`src/rtl/imem_loader_if.sv`:
```
// Byte-stream and IMEM write-port bundle for imem_loader.
// The slave modport is the loader side; master is the source/IMEM side.
interface imem_loader_if #(
    parameter int INST_WIDTH_LENGTH = 32,
    parameter int MAX_MEM_DEPTH_BIT = 18
);
    logic                         in_valid;
    logic [7:0]                   in_data;
    logic                         in_ready;
    logic                         imem_we;
    logic [MAX_MEM_DEPTH_BIT-2:0] imem_waddr;
    logic [INST_WIDTH_LENGTH-1:0] imem_wdata;

    modport slave (
        input  in_valid, in_data,
        output in_ready, imem_we, imem_waddr, imem_wdata
    );

    modport master (
        output in_valid, in_data,
        input  in_ready, imem_we, imem_waddr, imem_wdata
    );
endinterface

```
`src/rtl/imem_loader.sv`:
```
// Byte-stream IMEM loader: packs bytes little-endian into words and writes them.
// Optional checksum trailer enabled by IMEM_LOADER_CHECKSUM_EN.
module imem_loader #(
    parameter int INST_WIDTH_LENGTH = 32,
    parameter int PC_WIDTH_LENGTH   = 32,
    parameter int MAX_MEM_DEPTH_BIT = 18
) (
    input  logic                         clk,
    input  logic                         rst_n,
    input  logic                         start,
    input  logic [PC_WIDTH_LENGTH-1:0]   base_pc,
    input  logic [MAX_MEM_DEPTH_BIT-1:0] word_count,
    input  logic                         abort,
    imem_loader_if.slave                 bus,
    output logic                         busy,
    output logic                         done,
    output logic                         err
);
    typedef enum logic [2:0] {
        IDLE    = 3'd0,
        COLLECT = 3'd1,
        WRITE   = 3'd2,
`ifdef IMEM_LOADER_CHECKSUM_EN
        CHECK   = 3'd3,
`endif
        DONE    = 3'd4
    } state_t;

    state_t                       r_state;
    state_t                       w_next;
    logic [1:0]                   r_bcnt;
    logic [23:0]                  r_asm;
    logic [MAX_MEM_DEPTH_BIT-2:0] r_addr;
    logic [MAX_MEM_DEPTH_BIT-1:0] r_rem;
    logic [INST_WIDTH_LENGTH-1:0] r_wdata;
    logic                         w_ready;
    logic                         w_accept;
    logic                         w_last_byte;
    logic                         w_unused;

    assign w_unused = ^{base_pc[PC_WIDTH_LENGTH-1:MAX_MEM_DEPTH_BIT+1],
                        base_pc[1:0]};

`ifdef IMEM_LOADER_CHECKSUM_EN
    logic [INST_WIDTH_LENGTH-1:0] r_xsum;
    logic                         r_err;
    assign w_ready = (r_state == COLLECT) || (r_state == CHECK);
    assign busy    = (r_state == COLLECT) || (r_state == WRITE) ||
                     (r_state == CHECK);
    assign err     = r_err;
`else
    assign w_ready = (r_state == COLLECT);
    assign busy    = (r_state == COLLECT) || (r_state == WRITE);
    assign err     = 1'b0;
`endif

    assign w_accept        = bus.in_valid && w_ready;
    assign w_last_byte     = w_accept && (r_bcnt == 2'd3);
    assign bus.in_ready    = w_ready;
    assign bus.imem_we     = (r_state == WRITE);
    assign bus.imem_waddr  = r_addr;
    assign bus.imem_wdata  = r_wdata;
    assign done            = (r_state == DONE);

    always_ff @(posedge clk or negedge rst_n) begin
        if (!rst_n) r_state <= IDLE;
        else        r_state <= w_next;
    end

    always_comb begin
        w_next = r_state;
        unique case (r_state)
            IDLE: begin
                if (start && !abort) begin
                    if (word_count != '0) w_next = COLLECT;
`ifdef IMEM_LOADER_CHECKSUM_EN
                    else                  w_next = CHECK;
`else
                    else                  w_next = DONE;
`endif
                end
            end
            COLLECT: begin
                if (abort)            w_next = IDLE;
                else if (w_last_byte) w_next = WRITE;
            end
            WRITE: begin
                if (abort) w_next = IDLE;
                else if (r_rem == MAX_MEM_DEPTH_BIT'(1))
`ifdef IMEM_LOADER_CHECKSUM_EN
                    w_next = CHECK;
`else
                    w_next = DONE;
`endif
                else       w_next = COLLECT;
            end
`ifdef IMEM_LOADER_CHECKSUM_EN
            CHECK: begin
                if (abort)            w_next = IDLE;
                else if (w_last_byte) w_next = DONE;
            end
`endif
            DONE:    w_next = IDLE;
            default: w_next = IDLE;
        endcase
    end

    // Datapath: bytes 0..2 staged in r_asm, byte 3 completes the word.
    always_ff @(posedge clk or negedge rst_n) begin
        if (!rst_n) begin
            r_bcnt  <= '0;
            r_asm   <= '0;
            r_addr  <= '0;
            r_rem   <= '0;
            r_wdata <= '0;
`ifdef IMEM_LOADER_CHECKSUM_EN
            r_xsum  <= '0;
            r_err   <= 1'b0;
`endif
        end else begin
            if (r_state == IDLE && start && !abort) begin
                r_addr <= base_pc[MAX_MEM_DEPTH_BIT:2];
                r_rem  <= word_count;
                r_bcnt <= '0;
`ifdef IMEM_LOADER_CHECKSUM_EN
                r_xsum <= '0;
                r_err  <= 1'b0;
`endif
            end
            if (w_accept && !abort) begin
                r_bcnt <= r_bcnt + 2'd1;
                unique case (r_bcnt)
                    2'd0: r_asm[7:0]   <= bus.in_data;
                    2'd1: r_asm[15:8]  <= bus.in_data;
                    2'd2: r_asm[23:16] <= bus.in_data;
                    2'd3: begin
                        if (r_state == COLLECT)
                            r_wdata <= {bus.in_data, r_asm};
`ifdef IMEM_LOADER_CHECKSUM_EN
                        else
                            r_err <= ({bus.in_data, r_asm} != r_xsum);
`endif
                    end
                    default: r_asm <= r_asm;
                endcase
            end
            if (r_state == WRITE) begin
                r_addr <= r_addr + 1'b1;
                r_rem  <= r_rem - 1'b1;
`ifdef IMEM_LOADER_CHECKSUM_EN
                r_xsum <= r_xsum ^ r_wdata;
`endif
            end
            if (abort && r_state != IDLE) r_bcnt <= '0;
        end
    end
endmodule

```
`src/flat_wrapper.sv`:
```
// flat-port wrapper written by rule: the top's interface ports become plain ports
module imem_loader_flat 
#(
    parameter int INST_WIDTH_LENGTH = 32,
    parameter int PC_WIDTH_LENGTH   = 32,
    parameter int MAX_MEM_DEPTH_BIT = 18
)
  (clk, rst_n, start, base_pc, word_count, abort, busy, done, err, bus_in_valid, bus_in_data, bus_in_ready, bus_imem_we, bus_imem_waddr, bus_imem_wdata);
  imem_loader_if #(.INST_WIDTH_LENGTH(INST_WIDTH_LENGTH), .MAX_MEM_DEPTH_BIT(MAX_MEM_DEPTH_BIT)) bus_i ();
  input  logic clk;
  input  logic rst_n;
  input  logic start;
  input  logic [PC_WIDTH_LENGTH-1:0] base_pc;
  input  logic [MAX_MEM_DEPTH_BIT-1:0] word_count;
  input  logic abort;
  output logic busy;
  output logic done;
  output logic err;
  input wire logic [$bits(bus_i.in_valid)-1:0] bus_in_valid;
  input wire logic [$bits(bus_i.in_data)-1:0] bus_in_data;
  output wire logic [$bits(bus_i.in_ready)-1:0] bus_in_ready;
  output wire logic [$bits(bus_i.imem_we)-1:0] bus_imem_we;
  output wire logic [$bits(bus_i.imem_waddr)-1:0] bus_imem_waddr;
  output wire logic [$bits(bus_i.imem_wdata)-1:0] bus_imem_wdata;
  assign bus_i.in_valid = bus_in_valid;
  assign bus_i.in_data = bus_in_data;
  assign bus_in_ready = bus_i.in_ready;
  assign bus_imem_we = bus_i.imem_we;
  assign bus_imem_waddr = bus_i.imem_waddr;
  assign bus_imem_wdata = bus_i.imem_wdata;
  imem_loader #(.INST_WIDTH_LENGTH(INST_WIDTH_LENGTH), .PC_WIDTH_LENGTH(PC_WIDTH_LENGTH), .MAX_MEM_DEPTH_BIT(MAX_MEM_DEPTH_BIT)) u_core (.clk(clk), .rst_n(rst_n), .start(start), .base_pc(base_pc), .word_count(word_count), .abort(abort), .bus(bus_i), .busy(busy), .done(done), .err(err));
endmodule
```
`config.mk`:
```
export PLATFORM = sky130hd
export DESIGN_NAME = imem_loader_flat
export DESIGN_NICKNAME = d
export VERILOG_FILES = /design/src/rtl/imem_loader_if.sv /design/src/rtl/imem_loader.sv /design/src/flat_wrapper.sv
export SDC_FILE = /design/constraint.sdc
export NUM_CORES = 1
export LEC_CHECK = 0
export BUFFER_PORTS_ARGS = -buffer_cell sky130_fd_sc_hd__buf_2
export CORE_ASPECT_RATIO = 0.6
export CORE_UTILIZATION = 35
export CTS_CLUSTER_SIZE = 20
export DETAILED_ROUTE_END_ITERATION = 8
export SETUP_SLACK_MARGIN = 0.02
export SYNTH_ARGS = -nofsm -noshare
export SYNTH_HDL_FRONTEND = slang
export SYNTH_SLANG_ARGS = --single-unit
```
`constraint.sdc`:
```
create_clock -name clk -period 2.4 [get_ports clk]
set_clock_uncertainty 0.15 [all_clocks]
set_input_delay 0.6 -clock clk [delete_from_list [all_inputs] [get_ports clk]]
set_output_delay 0.6 -clock clk [all_outputs]
set_load 0.01 [all_outputs]
```
### Word-level counts from Yosys, hierarchy flattened

Index checks and enable logic that the tools add are counted.

* add/sub/neg operators: 3
* eq/ne operators: 9
* muxes and demuxes: 14
* reductions and logical operators: 20

Operators with widths (number)
* $mux 18: 2
* $mux 17: 2
* $eq 18x1->1 const B: 1
* $mux 3: 6
* $reduce_bool 18->1: 1
* $sub 18x1->18 const B: 1
* $add 17x1->17 const B: 1
* $pmux 3 s3: 1
* $reduce_and 2->1: 4
* $logic_and 1x1->1: 7
* $mux 2: 3
* $reduce_bool 3->1: 2
* $eq 2x2->1 const B: 2
* $eq 3x1->1 const B: 1
* $eq 3x2->1 const B: 1
* $eq 3x3->1 const B: 1
* $logic_not 3->1: 1
* $ne 3x3->1 const B: 1
* $reduce_and 3->1: 1
* $add 2x1->2 const B: 1
* $eq 2x1->1 const B: 1
* $logic_not 2->1: 1
* $ne 2x1->1 const B: 1
* $reduce_bool 2->1: 1
* 2 further kinds: 2

* register bits: 96
* input bits: 63
* output and inout port bits: 54
* logic and storage cells: 54

### Depth between registers and ports, before layout

Gate-level depths: netlist (run 1).

* word-level depth: 6
* mapped depth: 8
* gate-level depth less buffers: 6

### Worst setup path before layout (run 1)

No wires, ideal clock.

* path kind: flip-flop to output port
* start point: reg u_core.r_state[0]
* end point: out busy
* arrival: 1.778 ns
* data required time: 1.650 ns
* path slack: -0.128 ns
* cell stages (with the launch flop): 7
* buffers on the path: 3
* path through: dfrtp_1 > or3b_1 > buf_2 > inv_1 > clkbuf_1 > buf_1 > or2_2

* cells in the longest elaborated chain, start to end: 2
* elaborated cells between the ends (all ways): 3
* classes of those cells: 2 x eq/ne; 1 x reduce/logical

Ends and longest elaborated chain
* start, declared: line imem_loader.sv:29 `state_t r_state;`
* start signal, assigned: line imem_loader.sv:67 `else r_state <= w_next;`
* $eq 3x2->1
* net bus_imem_we: line flat_wrapper.sv:22 `output wire logic [$bits(bus_i.imem_we)-1:0] bus_imem_we;`
* $logic_or 1x1->1: line imem_loader.sv:53 `assign busy = (r_state == COLLECT) || (r_state == WRITE);`
* end, declared: line flat_wrapper.sv:16 `output logic busy;`

The timed path passes the listed nets, and every way through them passes these cells.

### Worst setup path after layout (run 1)

* start point: reg u_core.r_state[2]
* end point: out bus_imem_we

* cells in the longest elaborated chain, start to end: 1

Ends and longest elaborated chain
* $eq 3x2->1: line imem_loader.sv:60 `assign bus.imem_we = (r_state == WRITE);`
* end, declared: line flat_wrapper.sv:22

No other way between the ends.

==> summary.md, run 1 <==
| Metric | Value |
|---|---|
| Outcome | `complete, no violations` |
| Total Power | `4.184 mW` |
| Slew HR | `a little over half` |
| Maximum vdd drop | `0.3767 mV` |
| Syn Std Cell Area | `roughly 4400 um2` |
| HPWL after DPL | `7974 um` |
| Fillers | `roughly 1.2k` |
| Via density | `about 5.3` |
| Synth warn | `0` |
| Post-synth cell types | `46` |
| Static leakage | `around 2.7 nW` |
| Crit path max fanout | `9` |
| Critical Path Start Type | `flip-flop` |
| Synthesized flop and latch total | `96` |
| Slew at the pin closest to its max-slew limit | `~0.72 ns` |
| Layout area overhead | `26.13%` |
| Fin util | `45.83%` |
| Layout cells sized above 1 | `just under 40%` |
| Final Cycle Share | `between 90% and 100%` |
| Die H | `89.24 um` |
| Fin. Hold Viols | `0` |
| All-layer global routing usage | `between 10% and 20%` |
| CP Launch Point | `u_core.r_state[2]$_DFFE_PN0P_` |
| Initial antenna violation count | `0` |
| Final hold slack | `0.3323 ns` |
| Hold Crit Class | `in2reg` |
| Largest net degree at the start of global routing | `34` |
| Setup slack, reg-to-reg | `0.13 ns` |
| CTS buffer count | `9` |
| Num ports | `117` |
| Worst setup endpoint | `bus_imem_we` |
| Final setup violation count | `0` |
| Dpl cells | `~660` |
| Die Wd | `147.4 um` |
| Critical R2R Capture | `u_core.bus.imem_waddr[11]$_DFFE_PN0P_` |
| Min Clock Period, post-route | `2.322 ns` |
| CP Data Arrival Time | `roughly 1.6 ns` |
| Sink Count | `96` |
| Final Non-Filler Cells | `681` |
| Number of synthesized flops with an enable pin | `0` |
| Seq/Total Area, Yosys | `a little over half` |
| CTS tree | `built` |
| Number of buffers added on ports | `100` |
| Root cell of the clock tree | `clkbuf_16` |
| Via count | `~3.6k` |
| Post-Syn Instances | `roughly 390` |
| Worst setup EP type | `output pin` |
| Mean Syn Cell Area | `11.35 um2` |
| Required @ worst endpoint | `1.65 ns` |
| Setup TNS Final | `0 ns` |
| PwrDens | `747.2 nW/um2` |
| WL final | `between 10000 and 15000 um` |
| Maximum clock path buffer count | `2` |
| Grt total ovfl | `0` |
| Layout Nets | `581` |
| Number of global-route vias before repair | `around 3.4k` |
| F_max | `430.7 MHz` |
| DRC viols | `0` |
| Post-Syn Nets | `461` |
| First-pass GRT wire length | `17680 um` |
| FP Rows | `31` |
| Asr flop ratio synth | `100.0%` |
| Slew Viols, Final | `0` |
| Unrepaired setup endpoints after global routing | `yes` |
| Placed instance area | `5294 um2` |
| Fin area | `5599 um2` |
| Dpl ws | `-0.02964 ns` |
| Drt pass-1 iters | `4` |
| Final ANT Viol Nets | `0` |
| Crit Path Category | `reg2out` |
| Die ar. | `13150 um2` |
| Clk Latency, worst-skew pair | `0.33 ns` |
| Core area | `12220 um2` |
| RD Place Congestion | `0.8329` |
| Setup ws final | `0.07839 ns` |
| Dominant synthesized flop cell | `dfrtp_1` |
| Worst r2r src | `u_core.r_state[2]$_DFFE_PN0P_` |
| Max-cap viol count | `0` |
| Drt initial violations | `106` |
| R2r worst-path depth | `4` |
| Level count of the clock H-tree | `3` |
| # diodes | `0` |
| Worst-path clk slew | `0.07 ns` |
| Starting density of the core | `36.33%` |
| Avg WL per Cell | `15.97 um` |
## critical path, cell delays in order, from the launching register on
cell     delay (ns)
dfrtp_2        0.44
or3b_4         0.41
inv_2          0.12
buf_6          0.14
buf_2          0.13
## metal layers
metal | share of wire (%) | vias to the layer above | global-route usage (%) | wire, um
li1 | - | 1710 | - | -
met1 | 49 | 1797 | 24.82 | 5336
met2 | 44 | 111 | 26.20 | 4798
met3 | 6.3 | 7 | 4.286 | 682
met4 | 0.51 | 0 | 3.936 | 55
met5 | 0 | - | 0 | 0
## synthesized netlist by cell type (2+ instances only)
cell type	number	area, um2
nor3_1	11	55.05
ha_1	7	87.58
a221o_1	2	20.02
buf_1	4	15.01
nand3_1	13	65.06
nand2b_1	2	12.51
mux2i_1	2	20.02
nor4_1	13	81.33
o21ai_0	14	70.07
o211ai_1	8	60.06
nand4_1	6	37.54
and4_1	2	17.52
o22ai_1	4	25.02
a21oi_1	13	65.06
nor3b_1	2	15.01
o221a_2	2	22.52
or3_1	4	25.02
clkbuf_1	9	33.78
or4_1	6	45.04
o311ai_0	6	52.55
dfrtp_1	96	2402
a311oi_1	8	70.07
nor4b_1	2	17.52
or2_2	3	18.77
nor2_1	26	97.59
a211o_1	3	26.28
nand2_1	31	116.4
mux2_2	56	630.6
a211oi_1	7	52.55
and2_1	4	25.02
inv_1	10	37.54
## worst min-delay path by stage
stage                                               start                                    end  cells past startpoint
finish                                        base_pc[12]  u_core.bus.imem_waddr[10]$_DFFE_PN0P_                      3
detailed placement   u_core.bus.imem_wdata[9]$_DFFE_PN0P_   u_core.bus.imem_wdata[9]$_DFFE_PN0P_                      1
CTS                                           base_pc[12]  u_core.bus.imem_waddr[10]$_DFFE_PN0P_                      3
floorplan                                           rst_n   u_core.bus.imem_waddr[0]$_DFFE_PN0P_                      0
global placement    u_core.bus.imem_wdata[28]$_DFFE_PN0P_  u_core.bus.imem_wdata[28]$_DFFE_PN0P_                      1
global route                                  base_pc[18]  u_core.bus.imem_waddr[16]$_DFFE_PN0P_                      2
## cells by family (layout without fill, tap and decap cells)
logic type | Yosys count | count (layout) | share of synthesized area [%]
other | 1 | 1 | 0.08447
multiplexers | 58 | 58 | 14.66
AND/OR/NAND/NOR | 128 | 128 | 14.77
adder cells (fa/ha/maj) | 7 | 7 | 1.973
flip-flops | 96 | 96 | 54.11
buffers and inverters | 26 | 151 | 2.480
AO/OA/AOI/OAI | 75 | 75 | 11.92
## power breakdown
group | switching [mW] | internal (mW)
clock network | 0.656 | 0.723
logic | 0.345 | 0.348
registers | 0.232 | 1.88
total | 1.23 | 2.95
## state kept, by name, summed over array words and instances, names as in the netlist
signal	cells
u_core.r_asm	24
u_core.bus.imem_waddr	17
u_core.bus.imem_wdata	32
u_core.r_state	3
u_core.r_bcnt	2
u_core.r_rem	18
## cells in the final DEF (no fill, tap or decap), types with 2 or more instances in the layout
master       n
clkinvlp_4   3
nor3_1      11
nand2b_1     2
o21ai_0     14
and2_1       4
nand2_1     31
o211ai_1     8
or3_1        4
a21oi_1     13
mux2i_1      2
inv_8        2
nand4_1      6
ha_1         7
and4_1       2
buf_2       99
nor2_1      26
or2_2        3
a221o_1      2
o221a_2      2
nand3_1     13
nor4_1      13
a211o_1      3
buf_12       3
buf_4       21
o22ai_1      4
nor4b_1      2
mux2_2      56
a211oi_1     7
nor3b_1      2
a311oi_1     8
clkbuf_16    9
dfrtp_1     95
o311ai_0     5
or4_1        6
inv_1        9
## final cells by class
type	instances	area, um2	area share (%)
clock inverters	7	62.56	1.117
flip-flops and latches	96	2404	42.93
repair buffers	125	734.5	13.12
well taps	165	206.4	3.687
multi-input cells	269	1929	34.46
inverters	10	37.54	0.6704
clock buffers	9	225.2	4.022
## timing repair
| action | 4_1_cts | 5_1_grt |
|---|---|---|
| endpoints found under the hold margin | 11 | 0 |
| resized for setup | 2 | 3 |
| endpoints found under the setup margin | 2 | 2 |
| setup buffers | 0 | 0 |
| hold buffers | 1 | 0 |
(Power assumes the default switching activity.)
==> run 2: changes to the inputs <==
--- a/config.mk
+++ b/config.mk
@@ -10,6 +10,7 @@
 export CORE_UTILIZATION = 35
 export CTS_CLUSTER_SIZE = 20
 export DETAILED_ROUTE_END_ITERATION = 8
+export GPL_TIMING_DRIVEN = 0
 export SETUP_SLACK_MARGIN = 0.02
 export SYNTH_ARGS = -nofsm -noshare
 export SYNTH_HDL_FRONTEND = slang
==> run 2 against run 1 <==
  * The run now ends with negative setup slack left
  * Setup slack worse by 0.093 ns
  * Non-clock buffer count up 2
  * Wire length grew 13%
  * Cell count rose by 0.29%
  * Critical path depth grew 2
  * Core utilization is 0.84 points higher
  * Via count up 1.5%
  * Flip-flop and latch count unchanged
  * First-iteration DRC count is 120% higher
  * Fmax shrank 3.8%
  * Critical path type is now reg2reg
  * Critical endpoint is now u_core.bus.imem_waddr[16]$_DFFE_PN0P_
  * Largest power group unchanged
==> summary.md, run 2 (same netlist as run 1, synthesis figures left out) <==
| Metric | Value |
|---|---|
| Critical Path Max Stage Delay | `0.50 ns` |
| Slew at the pin closest to its max-slew limit | `0.8016 ns` |
| Design internal power | `3.055 mW` |
| Largest net degree at the start of global routing | `62` |
| Most common cell after layout, fill and taps aside | `buf_2` |
| Final Cycle Share | `100.6%` |
| Max reg flops | `32` |
| Level count of the clock H-tree | `3` |
| DRC viols | `0` |
| HPWL after DPL | `8665 um` |
| Slew Viols, Final | `0` |
| Worst-path clk slew | `0.07 ns` |
| Via density | `approximately 5.4` |
| Failing checks | `negative setup slack` |
| Final hold slack | `0.07697 ns` |
| CTS buffer count | `9` |
| # diodes | `0` |
| Number of global-route vias before repair | `3432` |
| Unrepaired setup endpoints after global routing | `yes` |
| Die H | `89.24 um` |
| Worst setup EP type | `flip-flop` |
| Starting density of the core | `a little over a third` |
| Crit Path Category | `reg2reg` |
| Placed instance area | `5184 um2` |
| Number of buffers added on ports | `100` |
| Layout cells sized above 1 | `roughly two fifths` |
| Max-cap viol count | `0` |
| RD Place Congestion | `0.8133` |
| CP Data Arrival Time | `2.49 ns` |
| Layout area overhead | `28.44%` |
| Drt pass-1 iters | `4` |
| Clock power frac | `34.7%` |
| CTS tree | `built` |
| Buf/Inv on CP | `2` |
| Fin area | `around 5700 um2` |
| All-layer global routing usage | `around a fifth` |
| Maximum vdd drop | `slightly below 0.4 mV` |
| Avg WL per Cell | `around 18 um` |
| P_sw | `1.281 mW` |
| Drt initial violations | `between 200 and 250` |
| Die Wd | `roughly 150 um` |
| Maximum clock path buffer count | `2` |
| Reg power frac | `49.0%` |
| Root cell of the clock tree | `clkbuf_16` |
| Fin. Hold Viols | `0` |
| Critical Path Start Type | `flip-flop` |
| Via count | `~3.7k` |
| Die ar. | `13150 um2` |
| Hold Crit Class | `in2async` |
| Clk Latency, worst-skew pair | `0.34 ns` |
| Core area | `12220 um2` |
| Most frequent cells in the layout | `buf_2 (99), dfrtp_1 (96), mux2_2 (56)` |
| Hold-fix buffers, CTS | `0` |
| F_max | `a little over 400 MHz` |
| Sink Count | `96` |
| Crit path cell chain | `or3b_1, buf_6, buf_12, or4_4, o311a_1, a211o_1` |
| Grt total ovfl | `0` |
| Static leakage | `2.711 nW` |
| Setup ws final | `-0.01423 ns` |
| CP max-delay cell | `or4_4` |
| Combinational share of power | `16.2%` |
| Dpl cells | `approximately 660` |
| Crit path max fanout | `5` |
| Dpl ws | `-0.6306 ns` |
| First-pass GRT wire length | `around 19000 um` |
| Switching share of total power | `29.54%` |
| Fillers | `1152` |
| Final setup violation count | `1` |
| Initial antenna violation count | `0` |
| Outcome | `complete, but fails checks` |
| PwrDens | `roughly 760 nW/um2` |
| Min Clock Period, post-route | `2.414 ns` |
| Final Non-Filler Cells | `683` |
| WL final | `12310 um` |
| Layout Nets | `a little under 600` |
| FP Rows | `31` |
| Slew HR | `46.56%` |
| Required @ worst endpoint | `approximately 2.5 ns` |
| Top delay family on crit path | `simple AND/OR/NAND/NOR gates` |
| Final ANT Viol Nets | `0` |
| Num ports | `117` |
-- run 2: cell count changes in the layout (fill, tap and decap cells not counted), sizes merged --
cell | previous run | this run
clkbuf | 9 | 18
clkinv | 1 | 2
bufinv | 0 | 1
dlygate4sd3 | 1 | 0
clkinvlp | 3 | 1
buf | 124 | 118
-- run 2: metal layers --
| layer | part of all wire [%] | up-vias | global-route usage [%] |
|---|---|---|---|
| met3 | 6.3 | 7 | 5.255 |
| met5 | 0 | - | 0 |
| met2 | 43 | 104 | 27.02 |
| met1 | 50 | 1846 | 28.17 |
| met4 | 0.65 | 0 | 4.311 |
| li1 | - | 1724 | - |
-- run 2: final cells by class --
cell class                 count  area (um2)  area share (%)
buffer                        13       75.07           1.317
multi-input combinational    269        2013           35.31
clock inverter                 7       86.33           1.514
clock buffer                   9       225.2           3.950
inverter                      10       40.04          0.7022
timing repair buffer         114       653.1           11.45
tap                          165       206.4           3.621
sequential                    96        2402           42.13
-- run 2: path summary, 6_finish.rpt --
check                                                       from                                    end  slack, ns  cells past startpoint
max                                u_core.r_state[0]$_DFFE_PN0P_  u_core.bus.imem_waddr[16]$_DFFE_PN0P_      -0.01                      6
min                                                        rst_n            u_core.r_asm[3]$_DFFE_PN0P_       0.08                      1
max reg2reg                        u_core.r_state[0]$_DFFE_PN0P_  u_core.bus.imem_waddr[16]$_DFFE_PN0P_      -0.01                      6
min reg2reg                u_core.bus.imem_wdata[26]$_DFFE_PN0P_  u_core.bus.imem_wdata[26]$_DFFE_PN0P_       0.35                      1
max in group asynchronous                                  rst_n   u_core.bus.imem_waddr[1]$_DFFE_PN0P_       1.33                      2
min in group clk                                     base_pc[18]  u_core.bus.imem_waddr[16]$_DFFE_PN0P_       0.32                      2
-- run 2: power groups by stage --
stage               clock (mW)  combinational (mW)  sequential [mW]
floorplan                    0               0.392             2.11
finish                    1.51               0.704             2.13
global route              1.61               0.785             2.16
CTS                       1.55               0.695             2.11
global placement             0               0.648             2.12
detailed placement           0               0.679             2.14
-- run 2: repair_timing --
item / CTS / global route
setup endpoints to repair: 47 / 57
setup buffers: 10 / 3
pin swaps: 2 / 4
gates resized for setup: 19 / 26
-- run 2: through the flow --
step | utilization, % | power (mW) | TNS [ns]
finish | 46.67 | 4.336 | -0.01423
global route | 46.67 | 4.559 | -0.08411
CTS | 46.14 | 4.359 | -0.09184
detailed placement | 42.43 | 2.822 | -25.58
global placement | 42.18 | 2.770 | -64.65
floorplan | - | 2.502 | 0
